$ cat src/rtl/peripheral_pkg.sv
// Shared definitions for the memory-mapped peripheral controller blocks.
package peripheral_pkg;

    localparam logic [3:0] KPD_DATA   = 4'd0;
    localparam logic [3:0] KPD_STATUS = 4'd1;
    localparam logic [3:0] KPD_CTRL   = 4'd2;

    localparam int KEY_CODE_W = 4;

    typedef enum logic {
        KPD_RELEASED = 1'b0,
        KPD_PRESSED  = 1'b1
    } kpd_state_e;

endpackage

$ cat src/rtl/keypad_key_fifo.sv
// Small key-code FIFO; flush overrides push/pop, and a pop frees room for a same-cycle push.
module keypad_key_fifo
    import peripheral_pkg::*;
#(
    parameter int DEPTH = 4
) (
    input  logic                  clk,
    input  logic                  reset,
    input  logic                  push,
    input  logic                  pop,
    input  logic                  flush,
    input  logic [KEY_CODE_W-1:0] din,
    output logic [KEY_CODE_W-1:0] dout,
    output logic                  empty,
    output logic                  full,
    output logic [3:0]            count
);

    localparam int AW = (DEPTH > 1) ? $clog2(DEPTH) : 1;

    logic [KEY_CODE_W-1:0] mem [DEPTH];
    logic [AW-1:0]         wr_ptr;
    logic [AW-1:0]         rd_ptr;
    logic                  do_push;
    logic                  do_pop;

    function automatic logic [AW-1:0] ptr_inc(input logic [AW-1:0] ptr);
        ptr_inc = (ptr == AW'(DEPTH - 1)) ? '0 : ptr + 1'b1;
    endfunction

    assign empty   = (count == 4'd0);
    assign full    = (count == 4'(DEPTH));
    assign do_pop  = pop && !empty;
    assign do_push = push && (!full || do_pop);
    assign dout    = mem[rd_ptr];

    always_ff @(posedge clk or posedge reset) begin
        if (reset) begin
            wr_ptr <= '0;
            rd_ptr <= '0;
            count  <= 4'd0;
        end else if (flush) begin
            wr_ptr <= '0;
            rd_ptr <= '0;
            count  <= 4'd0;
        end else begin
            if (do_push) wr_ptr <= ptr_inc(wr_ptr);
            if (do_pop)  rd_ptr <= ptr_inc(rd_ptr);
            if (do_push && !do_pop)
                count <= count + 4'd1;
            else if (!do_push && do_pop)
                count <= count - 4'd1;
        end
    end

    // Storage carries no reset; validity is tracked by the pointers and count.
    always_ff @(posedge clk) begin
        if (do_push && !flush)
            mem[wr_ptr] <= din;
    end

endmodule

$ cat src/rtl/keypad_scan_controller.sv
// 4x4 keypad scanner: row-by-row column sampling, whole-frame debounce,
// single-key encoding into a FIFO, and a small CPU register interface.
module keypad_scan_controller
    import peripheral_pkg::*;
#(
    parameter int SCAN_DIV     = 1000,
    parameter int DEBOUNCE_CNT = 4,
    parameter int FIFO_DEPTH   = 4
) (
    input  logic       clk,
    input  logic       reset,
    output logic [3:0] rows,
    input  logic [3:0] cols,
    input  logic [3:0] address,
    input  logic [7:0] din,
    input  logic       writeEnable,
    input  logic       readEnable,
    output logic [7:0] dout,
    output logic       key_avail
);

    localparam int DIV_W = $clog2(SCAN_DIV);
    localparam int STB_W = $clog2(DEBOUNCE_CNT + 1);

    logic [DIV_W-1:0]      div;
    logic [1:0]            row_idx;
    logic [15:0]           frame;
    logic [15:0]           frame_next;
    logic [15:0]           prev_frame;
    logic [STB_W-1:0]      stable_cnt;
    logic                  terminal;
    logic                  frame_done;
    logic                  frame_same;
    logic                  accept;
    kpd_state_e            state;
    kpd_state_e            state_next;
    logic                  push;
    logic [KEY_CODE_W-1:0] push_code;
    logic                  pop;
    logic                  flush;
    logic                  clr_ovf;
    logic                  ovf_set;
    logic                  overflow;
    logic [KEY_CODE_W-1:0] head_code;
    logic                  fifo_empty;
    logic                  fifo_full;
    logic [3:0]            fifo_count;

    function automatic logic is_one_hot(input logic [15:0] v);
        is_one_hot = (v != 16'd0) && ((v & (v - 16'd1)) == 16'd0);
    endfunction

    // Bit position 4*row+col doubles as the key code {row, col}.
    function automatic logic [KEY_CODE_W-1:0] bit_index(input logic [15:0] v);
        bit_index = '0;
        for (int i = 0; i < 16; i++)
            if (v[i]) bit_index = KEY_CODE_W'(i);
    endfunction

    assign terminal   = (div == DIV_W'(SCAN_DIV - 1));
    assign frame_done = terminal && (row_idx == 2'd3);

    always_comb begin
        frame_next = frame;
        frame_next[{row_idx, 2'b00} +: 4] = cols;
    end

    always_ff @(posedge clk or posedge reset) begin
        if (reset) begin
            div     <= '0;
            row_idx <= 2'd0;
            rows    <= 4'b0001;
            frame   <= 16'd0;
        end else if (terminal) begin
            div     <= '0;
            row_idx <= row_idx + 2'd1;
            rows    <= {rows[2:0], rows[3]};
            frame   <= frame_next;
        end else begin
            div <= div + 1'b1;
        end
    end

    assign frame_same = (frame_next == prev_frame);
    assign accept     = frame_done && frame_same && (stable_cnt == STB_W'(DEBOUNCE_CNT - 1));

    always_ff @(posedge clk or posedge reset) begin
        if (reset) begin
            prev_frame <= 16'd0;
            stable_cnt <= '0;
        end else if (frame_done) begin
            if (frame_same) begin
                if (stable_cnt != STB_W'(DEBOUNCE_CNT))
                    stable_cnt <= stable_cnt + 1'b1;
            end else begin
                stable_cnt <= '0;
                prev_frame <= frame_next;
            end
        end
    end

    always_ff @(posedge clk or posedge reset) begin
        if (reset) state <= KPD_RELEASED;
        else       state <= state_next;
    end

    always_comb begin
        state_next = state;
        case (state)
            KPD_RELEASED: if (accept && frame_next != 16'd0) state_next = KPD_PRESSED;
            KPD_PRESSED:  if (accept && frame_next == 16'd0) state_next = KPD_RELEASED;
            default:      state_next = KPD_RELEASED;
        endcase
    end

    // Rollover frames move to PRESSED without a push.
    always_comb begin
        push      = 1'b0;
        push_code = bit_index(frame_next);
        if (accept && state == KPD_RELEASED && is_one_hot(frame_next))
            push = 1'b1;
    end

    assign pop     = readEnable && (address == KPD_DATA);
    assign flush   = writeEnable && (address == KPD_CTRL) && din[0];
    assign clr_ovf = writeEnable && (address == KPD_STATUS) && din[7];
    assign ovf_set = push && fifo_full && !(pop && !fifo_empty) && !flush;

    always_ff @(posedge clk or posedge reset) begin
        if (reset)                  overflow <= 1'b0;
        else if (ovf_set)           overflow <= 1'b1;
        else if (flush || clr_ovf)  overflow <= 1'b0;
    end

    keypad_key_fifo #(
        .DEPTH(FIFO_DEPTH)
    ) u_fifo (
        .clk   (clk),
        .reset (reset),
        .push  (push),
        .pop   (pop),
        .flush (flush),
        .din   (push_code),
        .dout  (head_code),
        .empty (fifo_empty),
        .full  (fifo_full),
        .count (fifo_count)
    );

    assign key_avail = !fifo_empty;

    always_comb begin
        dout = 8'h00;
        case (address)
            KPD_DATA:   if (!fifo_empty) dout = {1'b1, 3'b000, head_code};
            KPD_STATUS: dout = {overflow, 3'b000, state == KPD_PRESSED, fifo_count[2:0]};
            default:    dout = 8'h00;
        endcase
    end

endmodule
$ cat config.mk
export PLATFORM = sky130hd
export DESIGN_NAME = keypad_scan_controller
export DESIGN_NICKNAME = d
export VERILOG_FILES = /design/src/rtl/peripheral_pkg.sv /design/src/rtl/keypad_key_fifo.sv /design/src/rtl/keypad_scan_controller.sv
export SDC_FILE = /design/constraint.sdc
export NUM_CORES = 1
export LEC_CHECK = 0
export ABC_AREA = 0
export CORE_ASPECT_RATIO = 0.8
export CORE_MARGIN = 5
export CORE_UTILIZATION = 60
export CTS_BUF_LIST = sky130_fd_sc_hd__clkbuf_8 sky130_fd_sc_hd__clkbuf_16
export CTS_CLUSTER_DIAMETER = 100
export DETAILED_ROUTE_END_ITERATION = 10
export PLACE_DENSITY = 0.81
export SYNTH_ARGS = -nofsm -noshare
export SYNTH_HDL_FRONTEND = slang
export SYNTH_SLANG_ARGS = --single-unit
$ cat constraint.sdc
create_clock -name clk -period 5.59 [get_ports clk]
set_input_delay 1.118 -clock clk [delete_from_list [all_inputs] [get_ports clk]]
set_output_delay 1.118 -clock clk [all_outputs]
set_load 0.05 [all_outputs]
==> flow_summary.json <==
{
  "arrival_ns": 5.23,
  "grt_use_total_pct": 24.29,
  "die-height_um": 89.73,
  "slew_violations": 0,
  "wire_per_inst_um": 17.90,
  "portBuffers": 23,
  "post-route-min-period_ns": 4.969,
  "grt_pass1_wl_um": 18750,
  "diodes": 0,
  "routed_wl_um": 11550,
  "rsz0062_at_grt": "no",
  "max_freq_mhz": 201.3,
  "status": "finished clean",
  "boundaryPins": 33,
  "ys_async_sr_fraction_pct": 79.22,
  "drtIter0Drc": 522,
  "yosys_warnings": 0,
  "cts_tree": "yes",
  "cp_max_fo": 12,
  "grt_pass1_vias": 3677,
  "clock_latency_ns": 0.36,
  "pre_cts_slack_ns": 0.3886,
  "utilization_pct": 67.86,
  "syn_area_um2": 4767,
  "hold-path-cell-count": 2,
  "core_um2": 7838,
  "r2r_cells": 16,
  "syn_avg_cell_area_um2": 9.329,
  "synth_flop_cell": "dfrtp_1",
  "hold_class": "reg2reg",
  "grt_max_degree": 62,
  "holdBufCountCts": 0,
  "ys_seq_area_share_pct": 42.13,
  "cp.required_ns": 5.85,
  "worst_pin_slew_ns": 1.011,
  "slew_headroom_pct": 32.61,
  "fin_ws_ns": 0.6211,
  "drc": 0,
  "rows": 29,
  "synth.distinct_cells": 77,
  "total_leakage_power_nw": 2.275,
  "start_util_pct": 60.82,
  "worst_setup_path_end_kind": "register",
  "path_class": "reg2reg",
  "finalHoldViolCount": 0,
  "min_period_over_period_pct": 88.89,
  "clkTransAtPathRegs_ns": 0.08,
  "grt-ovfl-total": 0,
  "dieArea_um2": 9839,
  "cts.root.buffer_cell": "clkbuf_8",
  "place_congestion": 1.034,
  "setup_viol": 0,
  "die_width_um": 109.7,
  "dp_hpwl_um": 8447,
  "ant_nets": 0,
  "finalNetCount": 569,
  "syn_inst": 511,
  "cts_htree_levels": 3,
  "clock_path_buffers": 2,
  "r2r-start": "row_idx[0]",
  "viasPerCell": 6.278,
  "fin_hold_ws_ns": 0.4812,
  "drtPass1Iterations": 6,
  "routed-via-count": 4049,
  "ctsResizeCount": 0,
  "clock_skew_ns": 0.01165,
  "cap_violations": 0,
  "ys_seq_elements": 77,
  "drive_gt1_share_pct": 9.870,
  "antenna_found_initial": 0,
  "numCtsBuffers": 9,
  "worstSetupStartpointType": "register",
  "clock-sinks": 77,
  "powerDensity_nw_per_um2": 237.7,
  "hold_start": "rows[0]",
  "area_growth_syn_to_layout_pct": 11.57,
  "tns_ns": 0,
  "synth_edf_count": 16,
  "cts_setup_buffers": 0,
  "startpoint": "row_idx[0]",
  "ir_drop_uv": 207.4
}
## Yosys cell counts (all sizes together), types with 3 or more instances
cell type	instances	area [um^2]
a31o	4	35.04
nand2	70	262.8
a22oi	4	30.03
nand4b	6	52.55
edfxtp	16	480.5
o31a	3	26.28
and3	7	43.79
o21ai	42	214.0
nor2	25	93.84
inv	25	93.84
nand2b	7	43.79
mux2	5	56.30
dfrtp	60	1501
nor4	8	65.06
or3	7	43.79
mux4	4	90.09
nand3	13	65.06
a211oi	3	22.52
xor2	10	87.58
o31ai	3	22.52
or4	3	26.27
and2	11	68.82
a31oi	9	56.30
nor3b	3	27.52
mux2i	7	70.07
a32o	3	31.28
nor2b	10	62.56
nor3	7	40.04
ha	16	200.2
xnor2	11	96.34
clkbuf	18	67.56
a22o	7	61.31
a21oi	21	105.1
buf	10	68.81
o22ai	5	31.28
nand4	11	68.82
## state kept, by name, summed over array words and instances, names as in the netlist, named ones only
register and cells:
div 10, frame 16, overflow 1, prev_frame 16, row_idx 2, rows 4
stable_cnt 3, u_fifo.count 4, u_fifo.mem 16, u_fifo.rd_ptr 2, u_fifo.wr_ptr 2
## routing by layer
layer	up-vias	track usage (%)	routed length, um
met5	-	0	0
met4	0	6.334	143
met3	22	6.805	1033
met2	194	34.25	5144
met1	1936	36.70	5226
li1	1897	-	-
## final timing paths
check,endpoint,slack (ns)
min in group asynchronous,u_fifo.count[1],1.29
worst min register to register,rows[0],0.48
max in group asynchronous,frame[7],3.76
worst max-delay path,u_fifo.count[3],0.62
worst max register to register,u_fifo.count[3],0.62
worst min-delay path,rows[0],0.48
## per-stage QoR
step / total power, mW / area [um^2] / instances
after floorplan: 0.7685 / 4775 / 513
after detailed placement: 0.8311 / 5106 / 629
final: 1.264 / 5319 / 645
after global placement: 0.8199 / 5106 / 629
after global routing: 1.320 / 5319 / 645
after CTS: 1.273 / 5319 / 645
## placed cells by master, fill, tap and decap left out, types with 12 or more instances in the layout
| cell | count |
|---|---|
| buf_4 | 13 |
| ha_1 | 16 |
| inv_1 | 25 |
| clkdlybuf4s50_1 | 23 |
| edfxtp_1 | 16 |
| o21ai_0 | 40 |
| a21oi_1 | 21 |
| clkbuf_8 | 12 |
| dfrtp_1 | 60 |
| nand3_1 | 13 |
| nor2_1 | 25 |
| nand2_1 | 70 |
## critical path: stages, from the launching register on
cell      delay, ns
dfrtp_1        0.53
inv_1          0.16
ha_1           0.52
and3b_1        0.47
a32o_1         0.45
xor2_1         0.11
nor4_1         0.29
nand4_1        0.24
nor2_1         0.19
nand3_1        0.17
or2_2          0.37
ha_1           0.28
a21o_1         0.18
a21oi_1        0.33
nor3b_1        0.09
a2111o_1       0.40
o31ai_1        0.08
## kinds of logic after synthesis
logic type | after synthesis | share of synthesized area [%]
compound gates | 125 | 17.22
xor+xnor | 21 | 3.858
fa+ha+maj | 19 | 5.039
buf+inv | 53 | 4.829
flops | 77 | 42.13
mux | 16 | 4.541
other cells | 1 | 0.07866
simple gates | 199 | 22.31
## cell type report
type	count	area (um^2)
clock buffer	12	165.2
sequential	77	2008
tap	108	135.1
clock inverter	4	47.55
fill	619	2519
multi-input combinational	383	2541
timing repair buffer	36	327.8
inverter	25	93.84
## power breakdown
part | leakage [nW] | internal, mW | switching (mW)
Clock | 0.114 | 0.241 | 0.200
Sequential | 0.897 | 0.591 | 0.0438
Combinational | 1.26 | 0.0795 | 0.109
Note: power is estimated with default switching activity, not from simulation.
